File: config.mk
export PLATFORM = sky130hd
export DESIGN_NAME = alu_result_mux_pipe
export DESIGN_NICKNAME = d
export VERILOG_FILES = /design/src/rtl/alu_mux_pkg.sv /design/src/rtl/alu_mux_skid.sv /design/src/rtl/alu_result_mux_pipe.sv
export SDC_FILE = /design/constraint.sdc
export NUM_CORES = 1
export LEC_CHECK = 0
export BUFFER_PORTS_ARGS = -buffer_cell sky130_fd_sc_hd__buf_4
export CORE_MARGIN = 4
export CORE_UTILIZATION = 49
export CTS_CLUSTER_DIAMETER = 100
export DETAILED_ROUTE_END_ITERATION = 7
export PLACE_DENSITY = 0.81
export SETUP_SLACK_MARGIN = 0.1
export SYNTH_ARGS = -nofsm -noshare
export SYNTH_HDL_FRONTEND = slang
export SYNTH_SLANG_ARGS = --single-unit
File: constraint.sdc
create_clock -name CLK -period 1.78 [get_ports CLK]
set_input_delay 0.089 -clock CLK [delete_from_list [all_inputs] [get_ports CLK]]
set_output_delay 0.089 -clock CLK [all_outputs]
set_load 0.01 [all_outputs]
File: src/rtl/alu_mux_pkg.sv
// Shared definitions for the ALU result-select pipeline: default geometry and
// the skid buffer state encoding.
package alu_mux_pkg;

  localparam int ALU_MUX_WIDTH  = 8;
  localparam int ALU_MUX_NUM_IN = 4;
  localparam int ALU_MUX_SEL_W  = 3;

  // Buffer occupancy: EMPTY = nothing held, ONE = main only, FULL = main + skid.
  typedef enum logic [1:0] {
    ST_EMPTY = 2'b00,
    ST_ONE   = 2'b01,
    ST_FULL  = 2'b10
  } skid_state_e;

  // True when a select value addresses one of the num_in operands.
  function automatic logic sel_in_range(input int sel, input int num_in);
    return (sel < num_in);
  endfunction

endpackage

File: src/rtl/alu_mux_skid.sv
// Two-entry skid buffer (main output register plus one skid register).
//
// Handshake: a beat moves upstream->buffer on an edge where i_valid && o_ready,
// and buffer->downstream on an edge where o_valid && i_ready. o_ready and
// o_valid both come straight from flops, so neither has a combinational path
// from the opposite side of the buffer. Payload on o_payload is held stable
// while o_valid && !i_ready.
module alu_mux_skid
  import alu_mux_pkg::*;
#(
  parameter int PW = 9
) (
  input  logic          clk,
  input  logic          rst,
  input  logic [PW-1:0] i_payload,
  input  logic          i_valid,
  output logic          o_ready,
  output logic [PW-1:0] o_payload,
  output logic          o_valid,
  input  logic          i_ready,
  output logic [1:0]    o_dbg_state
);

  skid_state_e r_state;
  logic [PW-1:0] r_main;
  logic [PW-1:0] r_skid;
  logic r_out_valid;
  logic r_in_ready;

  logic w_accept;
  logic w_deliver;

  assign w_accept  = i_valid & r_in_ready;
  assign w_deliver = r_out_valid & i_ready;

  // Occupancy state machine; valid/ready flags are registered alongside the state.
  always_ff @(posedge clk or posedge rst) begin
    if (rst) begin
      r_state     <= ST_EMPTY;
      r_main      <= '0;
      r_skid      <= '0;
      r_out_valid <= 1'b0;
      r_in_ready  <= 1'b1;
    end else begin
      case (r_state)
        ST_EMPTY: begin
          if (w_accept) begin
            r_main      <= i_payload;
            r_out_valid <= 1'b1;
            r_state     <= ST_ONE;
          end
        end
        ST_ONE: begin
          if (w_accept && w_deliver) begin
            // Main drains and reloads on the same edge.
            r_main <= i_payload;
          end else if (w_accept) begin
            // Downstream stalled: park the new beat behind main.
            r_skid     <= i_payload;
            r_in_ready <= 1'b0;
            r_state    <= ST_FULL;
          end else if (w_deliver) begin
            r_out_valid <= 1'b0;
            r_state     <= ST_EMPTY;
          end
        end
        ST_FULL: begin
          // o_ready is low here, so only a delivery can happen.
          if (w_deliver) begin
            r_main     <= r_skid;
            r_in_ready <= 1'b1;
            r_state    <= ST_ONE;
          end
        end
        default: begin
          r_out_valid <= 1'b0;
          r_in_ready  <= 1'b1;
          r_state     <= ST_EMPTY;
        end
      endcase
    end
  end

  assign o_ready     = r_in_ready;
  assign o_valid     = r_out_valid;
  assign o_payload   = r_main;
  assign o_dbg_state = r_state;

endmodule

File: src/rtl/alu_result_mux_pipe.sv
// Registered ALU result-select mux with a valid/ready skid buffer.
// Picks one of NUM_IN operands by in_sel, flags out-of-range selects per beat
// and keeps a sticky error bit.
// Optional: define ALU_MUX_ERRCNT_EN to add the saturating err_count output.
module alu_result_mux_pipe
  import alu_mux_pkg::*;
#(
  parameter int WIDTH  = ALU_MUX_WIDTH,
  parameter int NUM_IN = ALU_MUX_NUM_IN,
  parameter int SEL_W  = ALU_MUX_SEL_W
) (
  input  logic                    CLK,
  input  logic                    RESET,
  input  logic [NUM_IN*WIDTH-1:0] in_data,
  input  logic [SEL_W-1:0]        in_sel,
  input  logic                    in_valid,
  output logic                    in_ready,
  output logic [WIDTH-1:0]        out_data,
  output logic                    out_err,
  output logic                    out_valid,
  input  logic                    out_ready,
  input  logic                    err_clr,
  output logic [1:0]              dbg_state,
  output logic                    err_sticky
`ifdef ALU_MUX_ERRCNT_EN
  ,
  output logic [7:0]              err_count
`endif
);

  // Reject geometries the select path cannot represent.
  if (NUM_IN < 2 || (2 ** SEL_W) < NUM_IN) begin : g_bad_params
    $fatal(1, "alu_result_mux_pipe: need NUM_IN >= 2 and 2**SEL_W >= NUM_IN");
  end

  logic [WIDTH-1:0] w_sel_data;
  logic             w_sel_ok;
  logic             w_accept;
  logic             w_bad_accept;
  logic [WIDTH:0]   w_skid_in;
  logic [WIDTH:0]   w_skid_out;

  logic r_err_sticky;

  // Operand select; out-of-range selects yield zero data and a beat error.
  always_comb begin
    w_sel_data = '0;
    w_sel_ok   = 1'b0;
    for (int k = 0; k < NUM_IN; k++) begin
      if (sel_in_range(int'(in_sel), NUM_IN) && (int'(in_sel) == k)) begin
        w_sel_data = in_data[k*WIDTH +: WIDTH];
        w_sel_ok   = 1'b1;
      end
    end
  end

  // Error flag travels with the data as the top bit of the buffered payload.
  assign w_skid_in    = {~w_sel_ok, w_sel_data};
  assign w_accept     = in_valid & in_ready;
  assign w_bad_accept = w_accept & ~w_sel_ok;

  alu_mux_skid #(
    .PW(WIDTH + 1)
  ) u_skid (
    .clk        (CLK),
    .rst        (RESET),
    .i_payload  (w_skid_in),
    .i_valid    (in_valid),
    .o_ready    (in_ready),
    .o_payload  (w_skid_out),
    .o_valid    (out_valid),
    .i_ready    (out_ready),
    .o_dbg_state(dbg_state)
  );

  assign out_data = w_skid_out[WIDTH-1:0];
  assign out_err  = w_skid_out[WIDTH];

  // Sticky error: a bad accept on the same edge as err_clr keeps it set.
  always_ff @(posedge CLK or posedge RESET) begin
    if (RESET) begin
      r_err_sticky <= 1'b0;
    end else if (w_bad_accept) begin
      r_err_sticky <= 1'b1;
    end else if (err_clr) begin
      r_err_sticky <= 1'b0;
    end
  end

  assign err_sticky = r_err_sticky;

`ifdef ALU_MUX_ERRCNT_EN
  logic [7:0] r_err_count;

  // Saturating count of bad accepts; an increment with err_clr restarts at 1.
  always_ff @(posedge CLK or posedge RESET) begin
    if (RESET) begin
      r_err_count <= 8'd0;
    end else if (w_bad_accept && err_clr) begin
      r_err_count <= 8'd1;
    end else if (w_bad_accept) begin
      if (r_err_count != 8'hFF) begin
        r_err_count <= r_err_count + 8'd1;
      end
    end else if (err_clr) begin
      r_err_count <= 8'd0;
    end
  end

  assign err_count = r_err_count;
`endif

endmodule

# After elaboration in Yosys (flattened, before gate mapping)
# Cells that the tools add are included.
[classes]
n_mux = 29
shifts = 0
multipliers = 0
add_sub_neg = 0
n_eq_ne = 13
div_mod_pow = 0
n_lt_le_gt_ge = 1
reduce_logical = 14
bitwise = 7
[op_table]
columns = ["operator", "count"]
rows = [
  ["8-bit 2-to-1 mux", 4],
  ["9-bit 2-to-1 mux", 3],
  ["9-bit one-hot mux with 3 select lines", 1],
  ["1-bit 2-to-1 mux", 13],
  ["4-bit AND reduction", 3],
  ["2-bit 2-to-1 mux", 5],
  ["2-bit by 1-bit inequality test with 1-bit output, second input constant", 5],
  ["3-bit == test, second input constant", 2],
  ["1-bit one-hot mux with 3 select lines", 2],
  ["2-bit one-hot mux with 3 select lines", 1],
  ["1-bit logical AND", 5],
  ["5-bit AND reduction", 1],
  ["2-bit inequality test, second input constant", 2],
  ["1-bit NOT", 4],
  ["1-bit AND", 3],
  ["3-bit by 2-bit == test with 1-bit output, second input constant", 1],
  ["3-bit logical NOT", 1],
  ["3-bit less-than comparator, second input constant", 1],
  ["3-bit by 1-bit inequality test with 1-bit output, second input constant", 1],
  ["3-bit AND reduction", 1],
  ["3-bit nonzero test", 1],
  ["2-bit by 1-bit == test with 1-bit output, second input constant", 1],
  ["2-bit == test, second input constant", 1],
  ["2-bit logical NOT", 1],
  ["2-bit nonzero test", 1],
]
[word_totals]
mem_bits_rw = 0
n_memories = 0
input_bits = 40
latch_bits = 0
rom_bits = 0
reg_bits = 23

# Longest topological paths before layout
[depth]
depth_word = 9
depth_mapped = 5
mapped_depth_nobuf = 3

# Hierarchy
# Synthesis repeated with hierarchy kept, for this count alone.
[hier_totals]
cells_unflattened = 105
hier_area_um2 = 1331.3
[modules_own_cells]
columns = ["mod", "seq_area_each_um2", "area_each_um2", "cells_each", "instances"]
rows = [
  ["alu_mux_skid", 551.8, 1022.2, 69, 1],
  ["alu_result_mux_pipe", 25.0, 309.0, 36, 1],
]

# Worst setup path before layout
# Ideal clock, no wire load.
[synth_timing]
path_kind = "register to register"
startpoint = "register u_skid.r_in_ready, in the netlist u_skid.o_ready"
endpoint = "register u_skid.r_main[8], in the netlist u_skid.o_payload[8]"
stages_incl_launch_ff = 5
t_arrival_ns = 1.430
path_slack_ns = 0.226
period_less_slack_ns = 1.554
n_path_buf = 1
required_ns = 1.655
path_cell_list = "dfstp_2 > buf_2 > nand3b_4 > o211ai_2 > mux2_2"
[synth_via]
elab_chain_cells = 4
[synth_rtl]
columns = ["element", "line", "text"]
rows = [
  ["from (decl)", "alu_mux_skid.sv:28", "logic r_in_ready;"],
  ["from (signal assigned)", "alu_mux_skid.sv:43", "r_in_ready <= 1'b1;"],
  ["from (signal assigned)", "alu_mux_skid.sv:60", "r_in_ready <= 1'b0;"],
  ["from (signal assigned)", "alu_mux_skid.sv:71", "r_in_ready <= 1'b1;"],
  ["1-bit AND *", "alu_mux_skid.sv:33", "assign w_accept = i_valid & r_in_ready;"],
  ["1-bit logical AND", "alu_mux_skid.sv:54", "if (w_accept && w_deliver) begin"],
  ["2-bit by 1-bit inequality test with 1-bit output (no line)", "-", ""],
  ["4-bit AND reduction (no line) *", "-", ""],
  ["to (signal assigned)", "alu_mux_skid.sv:48", "r_main <= i_payload;"],
  ["to (signal assigned)", "alu_mux_skid.sv:56", "r_main <= i_payload;"],
  ["to (signal assigned)", "alu_mux_skid.sv:70", "r_main <= r_skid;"],
  ["to (decl)", "alu_mux_skid.sv:25", "logic [PW-1:0] r_main;"],
]
# Mark *: on every way between the ends. The rest lies on a longest branch, timed or not.
# A chain may end at the register's enable or synchronous reset.

# Worst setup path after layout
[layout_timing]
startpoint = "register u_skid.r_state[1], in the netlist u_skid.o_dbg_state[1]"
endpoint = "register u_skid.r_main[3], in the netlist u_skid.o_payload[3]"
[layout_via]
elab_chain_cells = 3
[layout_rtl]
columns = ["element", "line", "text"]
rows = [
  ["from (decl)", "alu_mux_skid.sv:24", "skid_state_e r_state;"],
  ["from (signal assigned)", "alu_mux_skid.sv:39", "r_state <= ST_EMPTY;"],
  ["from (signal assigned)", "alu_mux_skid.sv:50", "r_state <= ST_ONE;"],
  ["from (signal assigned)", "alu_mux_skid.sv:61", "r_state <= ST_FULL;"],
  ["2-bit == test, or another cell as far along", "alu_mux_skid.sv:45", "case (r_state)"],
  ["2-bit by 1-bit inequality test with 1-bit output (no line) / 3-bit nonzero test (equally long branches)", "-", ""],
  ["4-bit AND reduction (no line)", "-", ""],
]
# Several ways; a longest one is shown, not always the timed one.

==> results.md <==
* Synth area leader: dfrtp_1
* CTS clk-pin slew, worst paths at 0.14 ns
* Crit Path Max Fanout at 11
* CP max stage delay at 0.53 ns
* CTS Buffer Depth at 2
* Port bufs at 53
* Area of the core at 2850 sq um
* CTS sink count at 23
* Clock Latency Late Sink at 0.33 ns
* Mapped Area at 1510 sq um
* Crit path DAT at 1.78 ns
* NumNets Final at 233
* Layout cells sized above 1 at 41.7%
* Num CTS Buffers at 3
* Leak Pwr at 0.985 nW
* Unrepaired setup endpoints after global routing: yes
* CP required at 2.02 ns
* Most area-consuming cells after synthesis: dfrtp_1 (37%), mux2i_1 (6.7%), mux2_1 (6.0%), o2111a_1 (3.7%), mux2_2 (3.0%)
* First-pass GRT wire length at 6190 um
* Post-synthesis adder-cell area fraction at 0%
* Std-Cell Rows at 19
* WL final at 3740 um
* Simple-gate share of the synthesized area at 12.6%
* Grt total ovfl at 0
* CTS Root Cell: clkbuf_4
* Cell Chain, Critical Path: nand4b_1 > buf_4 > o2111a_1 > a31o_1
* Seq cells post-synth at 23
* Slew @ Worst Pin at 0.363 ns
* DR vias/cell at 6.13
* Power Density at 478 nW/um^2
* Max Slew Vio Count at 0
* Synthesis-to-finish area growth at 31.4%
* Predominant post-synthesis flop cell: dfrtp_1
* DRC viols at 0
* Register area at 577 sq um
* List of most frequent post-synthesis cells: dfrtp_1 (22), mux2i_1 (10), mux2_1 (8), nand2b_1 (7), nor2_1 (6)
* Outcome: finished clean
* Largest family of logic cells by synthesized area: compound AO/OA/AOI/OAI gates
* WP buf/inv at 1
* H-tree depth at 1
* Worst rel slew slack at 75.8%
* GR Layer Usage met3 at 3.20%
* Yosys cell types at 42
* Max VDD drop at 0.335 mV
* Tcrit/Tclk final at 86.7%
* Die height at 63.4 um
* DP HPWL at 2940 um
* Die area at 4020 sq um
* Syn. warnings at 0
* Number of global-route vias before repair at 1403
* Vias at 1366
* Initial antenna violation count at 0
* Met1 usage at 24.4%
* Starting Density at 52.8%
* Total negative setup slack at 0 ns
* Worst setup path class: reg -> reg
* Area of the multi-input gates at 851 sq um
* Post-synth top area share at 36.6%
* Final core occ at 69.3%
* Pin count of the biggest net entering global routing at 24
* Post-synth EDFFs at 0
* Syn_area_per_cell at 10.9 sq um
* Wire per inst at 16.8 um
* Drt pass-1 iters at 4
* Xor-xnor portion of the synthesized cell area at 0%
* Met2 Use GR at 32.5%
* # fillers at 224
* CP Launch Type: register
* Final setup fails at 0
* Final Total Pwr at 0.000946 W
* Synth Net Count at 178
* Top-level I/O count at 54
* Global routing's busiest layer: met2
* Die X at 63.4 um
* Routability cong. at 0.835
* Fmax at 648 MHz
* Multiplexer share of the synthesized area at 17.6%
* Final Hold Viols at 0
* Critical Path Sink Type: register
* Asr flop ratio synth at 100%
* Synth Instances at 138
* Max-Cap Viols at 0
* CTS tree: built
* Family with the most delay on the worst path: flip-flops
* Crit-path slowest cell: dfrtp_1
* Clock Skews at 0.0170 ns
* Setup bufs post-CTS at 0
* Antenna Nets Post-Route at 0
* HP Class: in -> reg
* Initial DRC Count at 75
* Post-synthesis compound-gate area fraction at 25.9%
* GR Util All Layers at 19.2%
* Sequential share of the synthesized area at 38.3%
* Most frequent cell after synthesis: dfrtp_1
* Antenna Cells at 0
* Tmin final at 1.54 ns
==> timing repair <==
action,4_1_cts,5_1_grt
hold buffers,2,0
endpoints found under the setup margin,0,6
gates resized for setup,0,2
hold endpoints to repair,23,0
==> flip-flops by register name, summed over array words and instances (netlist names) <==
name / cells
u_skid.o_payload: 9
u_skid.r_skid: 9
u_skid.o_dbg_state: 2
err_sticky: 1
u_skid.o_ready: 1
u_skid.o_valid: 1
==> logic make-up (layout without fill, tap and decap cells) <==
family / Yosys count / in the layout
buf+inv: 15 / 69
mux: 24 / 24
simple gates: 28 / 28
flops: 23 / 23
compound gates: 48 / 48
==> path summary, 6_finish.rpt <==
path | from | slack (ns) | cells past startpoint | endpoint
min in group asynchronous | RESET | 0.34 | 4 | u_skid.r_skid[0]$_DFFE_PP0P_
max in group asynchronous | RESET | 1.14 | 4 | u_skid.o_ready$_DFFE_PP1P_
worst min-delay path | in_sel[2] | 0.06 | 2 | u_skid.r_skid[8]$_DFFE_PP0P_
worst min register to register | u_skid.r_skid[4]$_DFFE_PP0P_ | 0.52 | 1 | u_skid.r_skid[4]$_DFFE_PP0P_
worst max-delay path | u_skid.o_dbg_state[1]$_DFFE_PP0P_ | 0.24 | 4 | u_skid.o_payload[3]$_DFFE_PP0P_
worst max register to register | u_skid.o_dbg_state[1]$_DFFE_PP0P_ | 0.24 | 4 | u_skid.o_payload[3]$_DFFE_PP0P_
==> layout make-up <==
class | count | area share [%]
sequential | 23 | 29.2
multi-input combinational | 100 | 43.0
timing repair buffer | 62 | 23.8
clock buffer | 3 | 1.14
clock inverter | 1 | 0.380
tap | 31 | 1.96
inverter | 3 | 0.569
==> metal layers <==
layer / routed length [um] / vias to the layer above
met4: 37 / 0
li1: - / 649
met3: 255 / 4
met5: 0 / -
met1: 1550 / 661
met2: 1900 / 52
==> stage by stage <==
stage | area, sq um | hold slack, ns | setup WS [ns] | instances
5_1_grt | 1980 | 0.0474 | 0.0768 | 223
3_5_place_dp | 1920 | 0.160 | 0.168 | 217
2_1_floorplan | 1510 | 0.0902 | 0.226 | 138
6_report | 1980 | 0.0586 | 0.238 | 223
3_3_place_gp | 1920 | 0.144 | 0.224 | 217
4_1_cts | 1970 | 0.0489 | 0.172 | 223
==> where the power goes <==
group | switching (W) | total [W] | internal [W]
Combinational | 0.0000741 | 0.000171 | 0.0000967
Clock | 0.000167 | 0.000253 | 0.0000860
Sequential | 0.000000000000356 | 0.000523 | 0.000523
Total | 0.000241 | 0.000946 | 0.000705
==> placed cells by master (no fill, tap or decap), drive strengths merged, types with 2 or more instances in the layout <==
master and n:
a21oi 5, a221oi 3, a22oi 3, a31o 5, a31oi 3, buf 60, clkbuf 3, dfrtp 22
dlygate4sd3 2, inv 3, mux2 14, mux2i 10, nand2 5, nand2b 7, nand3b 2, nor2 6
nor2b 2, o2111a 5, o2111ai 3, o211ai 2, o21ai 3, o221ai 5, o22ai 5, o31ai 3
Note: power is estimated with default switching activity, not from simulation.
